**src/rtl/ahb_to_isram.sv**
```systemverilog
// AHB-Lite zero-wait-state slave in front of a one-cycle-latency block RAM.
// Writes colliding with a read address phase are parked in a one-entry buffer.
module ahb_to_isram #(
  parameter int AW = 16
) (
  input  logic          HCLK,
  input  logic          HRESETn,
  input  logic          HSEL,
  input  logic          HREADY,
  input  logic [1:0]    HTRANS,
  input  logic [2:0]    HSIZE,
  input  logic          HWRITE,
  input  logic [AW+1:0] HADDR,
  input  logic [31:0]   HWDATA,
  output logic          HREADYOUT,
  output logic          HRESP,
  output logic [31:0]   HRDATA,
  output logic [AW-1:0] SRAMADDR,
  output logic [31:0]   SRAMWDATA,
  output logic [3:0]    SRAMWEN,
  output logic          SRAMCS,
  input  logic [31:0]   SRAMRDATA
);

  logic          acc, rd_ap, wr_ap;
  logic [3:0]    mask;

  logic          wr_dp_q;
  logic [AW-1:0] wr_addr_q;
  logic [3:0]    wr_mask_q;
  logic          rd_dp_q;
  logic [AW-1:0] rd_addr_q;
  logic          buf_pend_q;
  logic [AW-1:0] buf_addr_q;
  logic [3:0]    buf_mask_q;
  logic [31:0]   buf_data_q;
  logic [AW-1:0] sram_addr_q, sram_addr_d;
  logic [31:0]   sram_wdata_q, sram_wdata_d;

  logic          sram_cs_d;
  logic [3:0]    sram_wen_d;
  logic          drain;
  logic          park;
  logic          fwd;
  logic [31:0]   merged;
  logic          unused_ok;

  assign unused_ok = HTRANS[0];

  assign acc   = HSEL & HREADY & HTRANS[1];
  assign rd_ap = acc & ~HWRITE;
  assign wr_ap = acc & HWRITE;
  assign park  = wr_dp_q & rd_ap;

  always_comb begin
    mask = 4'b1111;
    unique case (1'b1)
      (HSIZE == 3'd0): mask = 4'b0001 << HADDR[1:0];
      (HSIZE == 3'd1): mask = HADDR[1] ? 4'b1100 : 4'b0011;
      default:         mask = 4'b1111;
    endcase
  end

  // Read address phase owns the port; pending writes wait their turn.
  always_comb begin
    sram_cs_d    = 1'b0;
    sram_wen_d   = 4'b0000;
    sram_addr_d  = sram_addr_q;
    sram_wdata_d = sram_wdata_q;
    drain        = 1'b0;
    if (HRESETn) begin
      if (rd_ap) begin
        sram_cs_d   = 1'b1;
        sram_addr_d = HADDR[AW+1:2];
      end else if (wr_dp_q) begin
        sram_cs_d    = 1'b1;
        sram_wen_d   = wr_mask_q;
        sram_addr_d  = wr_addr_q;
        sram_wdata_d = HWDATA;
      end else if (buf_pend_q) begin
        sram_cs_d    = 1'b1;
        sram_wen_d   = buf_mask_q;
        sram_addr_d  = buf_addr_q;
        sram_wdata_d = buf_data_q;
        drain        = 1'b1;
      end
    end
  end

  always_ff @(posedge HCLK) begin
    if (!HRESETn) begin
      wr_dp_q      <= 1'b0;
      wr_addr_q    <= '0;
      wr_mask_q    <= '0;
      rd_dp_q      <= 1'b0;
      rd_addr_q    <= '0;
      buf_pend_q   <= 1'b0;
      buf_addr_q   <= '0;
      buf_mask_q   <= '0;
      buf_data_q   <= '0;
      sram_addr_q  <= '0;
      sram_wdata_q <= '0;
    end else begin
      wr_dp_q <= wr_ap;
      if (wr_ap) begin
        wr_addr_q <= HADDR[AW+1:2];
        wr_mask_q <= mask;
      end
      rd_dp_q <= rd_ap;
      if (rd_ap) begin
        rd_addr_q <= HADDR[AW+1:2];
      end
      if (park) begin
        buf_pend_q <= 1'b1;
        buf_addr_q <= wr_addr_q;
        buf_mask_q <= wr_mask_q;
        buf_data_q <= HWDATA;
      end else if (drain) begin
        buf_pend_q <= 1'b0;
      end
      sram_addr_q  <= sram_addr_d;
      sram_wdata_q <= sram_wdata_d;
    end
  end

  // Buffer stays valid through its drain cycle, so forwarding still holds there.
  assign fwd = buf_pend_q & (buf_addr_q == rd_addr_q);

  always_comb begin
    merged = SRAMRDATA;
    for (int i = 0; i < 4; i++) begin
      if (fwd & buf_mask_q[i]) begin
        merged[8*i +: 8] = buf_data_q[8*i +: 8];
      end
    end
  end

  assign HRDATA    = rd_dp_q ? merged : 32'h0;
  assign HREADYOUT = 1'b1;
  assign HRESP     = 1'b0;
  assign SRAMCS    = sram_cs_d;
  assign SRAMWEN   = sram_wen_d;
  assign SRAMADDR  = sram_addr_d;
  assign SRAMWDATA = sram_wdata_d;

endmodule

```
**config.mk**
```make
export PLATFORM = sky130hd
export DESIGN_NAME = ahb_to_isram
export DESIGN_NICKNAME = d
export VERILOG_FILES = /design/src/rtl/ahb_to_isram.sv
export SDC_FILE = /design/constraint.sdc
export NUM_CORES = 1
export LEC_CHECK = 0
export ABC_AREA = 1
export CAP_MARGIN = 10
export CORE_MARGIN = 2
export CORE_UTILIZATION = 45
export CTS_CLUSTER_SIZE = 28
export DETAILED_ROUTE_END_ITERATION = 6
export PLACE_DENSITY_LB_ADDON = 0.08
export SETUP_SLACK_MARGIN = 0.15
export SLEW_MARGIN = 25
export SYNTH_ARGS = -nofsm -noshare
export SYNTH_HDL_FRONTEND = slang
export SYNTH_SLANG_ARGS = --single-unit
```
**constraint.sdc**
```tcl
create_clock -name HCLK -period 1.7 [get_ports HCLK]
set_input_delay 0.255 -clock HCLK [delete_from_list [all_inputs] [get_ports HCLK]]
set_output_delay 0.255 -clock HCLK [all_outputs]
set_load 0.005 [all_outputs]
```
# After elaboration in Yosys (flattened, before gate mapping)

Cells that the tools add are included.

Output and inout bits: 87
RAM bits: 0
Flip-flop bits (word level): 139
Memories kept: 0
ROM bits: 0
Word-level logic and storage cells: 55
Latch bits: 0

Equality and inequality tests: 2
Muxes and demuxes: 28
Bitwise logic cells: 11
Shift operators: 1
Reductions and logical operators: 2
Add/subtract/negate cells: 0
Div/mod/pow operators: 0
Order comparisons: 0
Multipliers: 0

Operators by type and width:

| cell                                                               | count |
|---|---|
| 32-bit 2-to-1 mux                                                  | 5 |
| 16-bit 2-to-1 mux                                                  | 4 |
| 8-bit 2-to-1 mux                                                   | 4 |
| 4-bit 2-to-1 mux                                                   | 5 |
| 16-bit == test                                                     | 1 |
| 1-bit bitwise AND                                                  | 10 |
| 1-bit 2-to-1 mux                                                   | 9 |
| 4-bit one-hot mux with 2 select lines                              | 1 |
| 1-bit by 2-bit left shift with 4-bit output (first input constant) | 1 |
| 3-bit by 1-bit == test with 1-bit output (second input constant)   | 1 |
| 3-bit logical NOT                                                  | 1 |
| 2-bit nonzero test                                                 | 1 |
| 1-bit NOT                                                          | 1 |

# Logic depth before layout (Yosys ltp)

Depth in word-level cells: 7
Gate-level depth with buffers: 10
Mapped depth without buffers: 10

# Least setup slack after synthesis

Ideal clock, no wire load.

Path kind: reg-to-output
From: reg buf_pend_q
To: out HRDATA[10]
Slack: 156 ps
Data arrival time: 1289 ps
Stages on the path, launching flop included: 10
Buffers on the path: 1
Cell sequence: dfxtp_1 -> buf_4 -> inv_2 -> a21oi_1 -> nand3b_1 -> nor2_2 -> nand4_2 -> nand2_1 -> nand2_1 -> nor2_1

Longest elaborated chain between the ends: 4

RTL lines:

| what                   | line | text |
|---|---|---|
| from (decl)            | 33   | `logic buf_pend_q;` |
| from (signal assigned) | 97   | `buf_pend_q <= 1'b0;` |
| from (signal assigned) | 114  | `buf_pend_q <= 1'b1;` |
| from (signal assigned) | 119  | `buf_pend_q <= 1'b0;` |
| 1-bit bitwise AND      | 127  | `assign fwd = buf_pend_q & (buf_addr_q == rd_addr_q);` |
| 1-bit bitwise AND      | 132  | `if (fwd & buf_mask_q[i]) begin` |
| 8-bit 2-to-1 mux       | 132  |  |
| 32-bit 2-to-1 mux      | 138  | `assign HRDATA = rd_dp_q ? merged : 32'h0;` |
| to (decl)              | 17   | `output logic [31:0] HRDATA,` |

Every way passes these cells.

# Final worst setup path

From: reg rd_addr_q[12]
To: out HRDATA[19]

Longest elaborated chain between the ends: 5

RTL lines:

| what                   | line | text |
|---|---|---|
| from (decl)            | 32   | `logic [AW-1:0] rd_addr_q;` |
| from (signal assigned) | 111  | `rd_addr_q <= HADDR[AW+1:2];` |
| 16-bit == test         | 127  |  |
| 1-bit bitwise AND      | 127  |  |
| 1-bit bitwise AND      | 132  |  |
| 8-bit 2-to-1 mux       | 132  |  |
| 32-bit 2-to-1 mux      | 138  |  |

Every way passes these cells.

==> flow_summary_export.csv <==
group,metric,value,unit
critical_path,cp_top_family,"simple AND/OR/NAND/NOR gates",
synthesis,async_reset_ff_share,0,%
synthesis,yosys.area.top_type,"dfxtp_1",
synthesis,syn_nets,1229,
detailed_routing,dr.pass1.iters,5,
placed_design,finalWeightedCongestion,0.841,
final_layout,nNetsFinal,1625,
critical_path,setup.worst_path.start,"rd_addr_q[12]",
detailed_routing,wirelength,29.7,mm
global_routing,grt_pass1_vias,8194,
synthesis,synth_area,7250,um^2
critical_path,cp_cell_sequence,"inv_2 -> nand2_2 -> nand2_2 -> nor2_2 -> nand2_2 -> nor2_4 -> buf_6 -> nand4_4 -> buf_6 -> nand2_2 -> nand2_1 -> nor2_1 -> buf_2",
clock_network,root_buffer,"clkbuf_16",
sta,hold_violations,0,
die,die-area,17100,um^2
synthesis,synth_top_area_share,38.4,%
synthesis,synth-seq-area-share,38.4,%
critical_path,r2r_start,"buf_pend_q",
critical_path,cp-start-kind,"register",
clock_network,worstSkewPairLatency,0.43,ns
critical_path,cp.depth,13,
critical_path,cp_num_buf_inv,4,
detailed_routing,drt-initial-drc-count,1032,
die,io_pins,179,
clock_network,cts_max_path_buffers,2,
detailed_routing,routed_via_density,5.25,
detailed_routing,wl_per_cell,16.9,um
worst_hold_path,min_from,"HRESETn",
critical_path,cp_common_cell,"nand2_2",
sta,fin_crit_sh,146,%
critical_path,cp_max_fo,4,
detailed_routing,detailroute.via_count,9244,
final_layout,drive_gt1_share,40.4,%
sta,slew_viol_final,0,
pwr,power_density,631,nW/um^2
global_routing,grt_start_max_net_pins,46,
pwr,max-vdd-ir-drop,0.902,mV
synthesis,ys_types,30,
synthesis,yosys-top-cells-area,"dfxtp_1 38%, nand2_1 19%, o21ai_0 7.2%",
status,outcome,"finished with violations",
die,dieHeight,131,um
run,maxCapViolations,0,
critical_path,slowest_delay,0.35,ns
worst_hold_path,hold_path.class,"in2reg",
pwr,total_power,8.13,mW
die,die_x,131,um
global_routing,overflow,0,
worst_hold_path,hold_end,"buf_data_q[16]",
synthesis,ys.flop_type,"dfxtp_1",
die,initial_core_util,45.8,%
synthesis,synthTopCellsByCount,"372 x nand2_1, 139 x dfxtp_1, 128 x inv_1",
synthesis,synth.most_common_cell,"nand2_1",
detailed_routing,ant_nets,0,
die,std_cell_rows,46,
final_layout,antenna_cells,0,
placed_design,hpwl,15.5,mm
sta,min_period,2.48,ns
sta,setup_violations,86,
sta,rsz0062_at_grt,"true",
status,violations,"negative setup slack",
sta,max_freq,0.402,GHz
final_layout,syn_to_final_growth,77.8,%
global_routing,grt_pass1_wl,40.7,mm
worst_hold_path,holdPathStages,4,
critical_path,cp.arrival,2.23,ns
synthesis,synthesis.instances,1137,
pwr,p_leak,6.33,nW
critical_path,rr_worst_depth,16,
critical_path,crit_slowest_cell,"dfxtp_2",
synthesis,synth_edf_count,0,
clock_network,clkSinkCount,139,
sta,fin_setup_tns,-51.86,ns
clock_network,cts_made_buffers,17,
die,fp.coreArea,15800,um^2
placed_design,io_buffers,175,
synthesis,synth.ff_latch_count,139,
sta,clock-skew-final,0.00905,ns
clock_network,clk_pin_slew,0.07,ns
clock_network,cts_tree,"done",
critical_path,regToRegSetupSlack,-0.39,ns
clock_network,h-tree-depth,4,
critical_path,cp_data_required_time,1.44,ns
critical_path,critPathCaptureType,"primary output",
detailed_routing,drc,0,
global_routing,antenna_found_initial,0,
global_routing,grt_usage,30.4,%
critical_path,crit_type,"reg2out",
synthesis,synth.avg_cell_area,6.38,um^2
critical_path,r2r-end,"sram_addr_q[9]",
sta,worst_slack,-0.785,ns
synthesis,yosysWarnings,0,
==> cells by family (layout without fill, tap and decap cells) <==
kind of cell | count (synthesis) | in the layout | share of synthesized area [%]
AND/OR/NAND/NOR | 495 | 495 | 27.0
AO/OA/AOI/OAI | 299 | 299 | 23.3
buffers and inverters | 200 | 609 | 11.0
flip-flops | 139 | 139 | 38.4
other | 2 | 2 | 0.104
XOR/XNOR | 2 | 2 | 0.242
==> flip-flops by register name (all words and copies together) (netlist names) <==
register and flops:
sram_addr_q 16, buf_pend_q 1, sram_wdata_q 32, wr_addr_q 16
buf_data_q 32, wr_mask_q 4, wr_dp_q 1, rd_addr_q 16
buf_addr_q 16, buf_mask_q 4, rd_dp_q 1
==> worst max path at each step <==
stage | endpoint | slack [ns]
after floorplan | HRDATA[10] | 0.16
after global placement | SRAMADDR[13] | -0.75
after detailed placement | SRAMADDR[0] | -0.81
after CTS | HRDATA[5] | -0.69
after global routing | HRDATA[19] | -0.89
final | HRDATA[19] | -0.78
==> final cells by class <==
type	instances	area (um^2)
multi-input combinational	798	4500
timing repair buffer	443	4200
fill	991	2930
sequential	139	2810
inverter	134	515
clock buffer	18	439
tap	216	270
clock inverter	14	159
==> metal layers <==
layer	up-vias	track usage, %	wire (um)
li1	4428	-	-
met2	404	51.7	14600
met1	4317	39.0	11900
met5	-	0	0
met3	95	6.23	2240
met4	0	8.95	926
==> through the flow <==
stage	hold WS, ns	utilization (%)	setup slack (ns)	instance area (um^2)	cells
finish	0.336	81.5	-0.785	12900	1762
global route	0.330	81.5	-0.893	12900	1762
CTS	0.315	76.7	-0.691	12100	1730
detailed placement	0.476	65.1	-0.810	10300	1615
global placement	0.461	65.1	-0.751	10300	1615
floorplan	0.390	-	0.156	7250	1137
==> placed cells by master, fill, tap and decap left out, types with 63 or more instances in the layout <==
master,netlist,routed
o21ai_0,105,66
a21oi_1,96,63
buf_6,0,85
buf_2,27,84
nand2_2,1,78
nand2_1,372,285
buf_4,3,141
clkdlybuf4s50_1,0,85
dfxtp_1,139,116
inv_1,128,116
==> tightest hold or removal path: cells and delay by family <==
| family | cells | cell delay (ns) |
|---|---|---|
| buf+inv | 2 | 0.33 |
| compound gates | 2 | 0.13 |
==> power breakdown <==
part           leakage, nW  internal [mW]  switching (mW)
Combinational         4.91          0.523           0.456
Sequential            1.13           3.30          0.0356
Clock                0.288           2.23            1.59
==> timing repair <==
action	CTS	global route
hold buffers	0	0
pin swaps	115	112
gates cloned	7	3
endpoints found under the hold margin	0	0
resized for setup	616	151
setup buffers	76	29
endpoints found under the setup margin	125	111
Note: power is estimated with default switching activity, not from simulation.
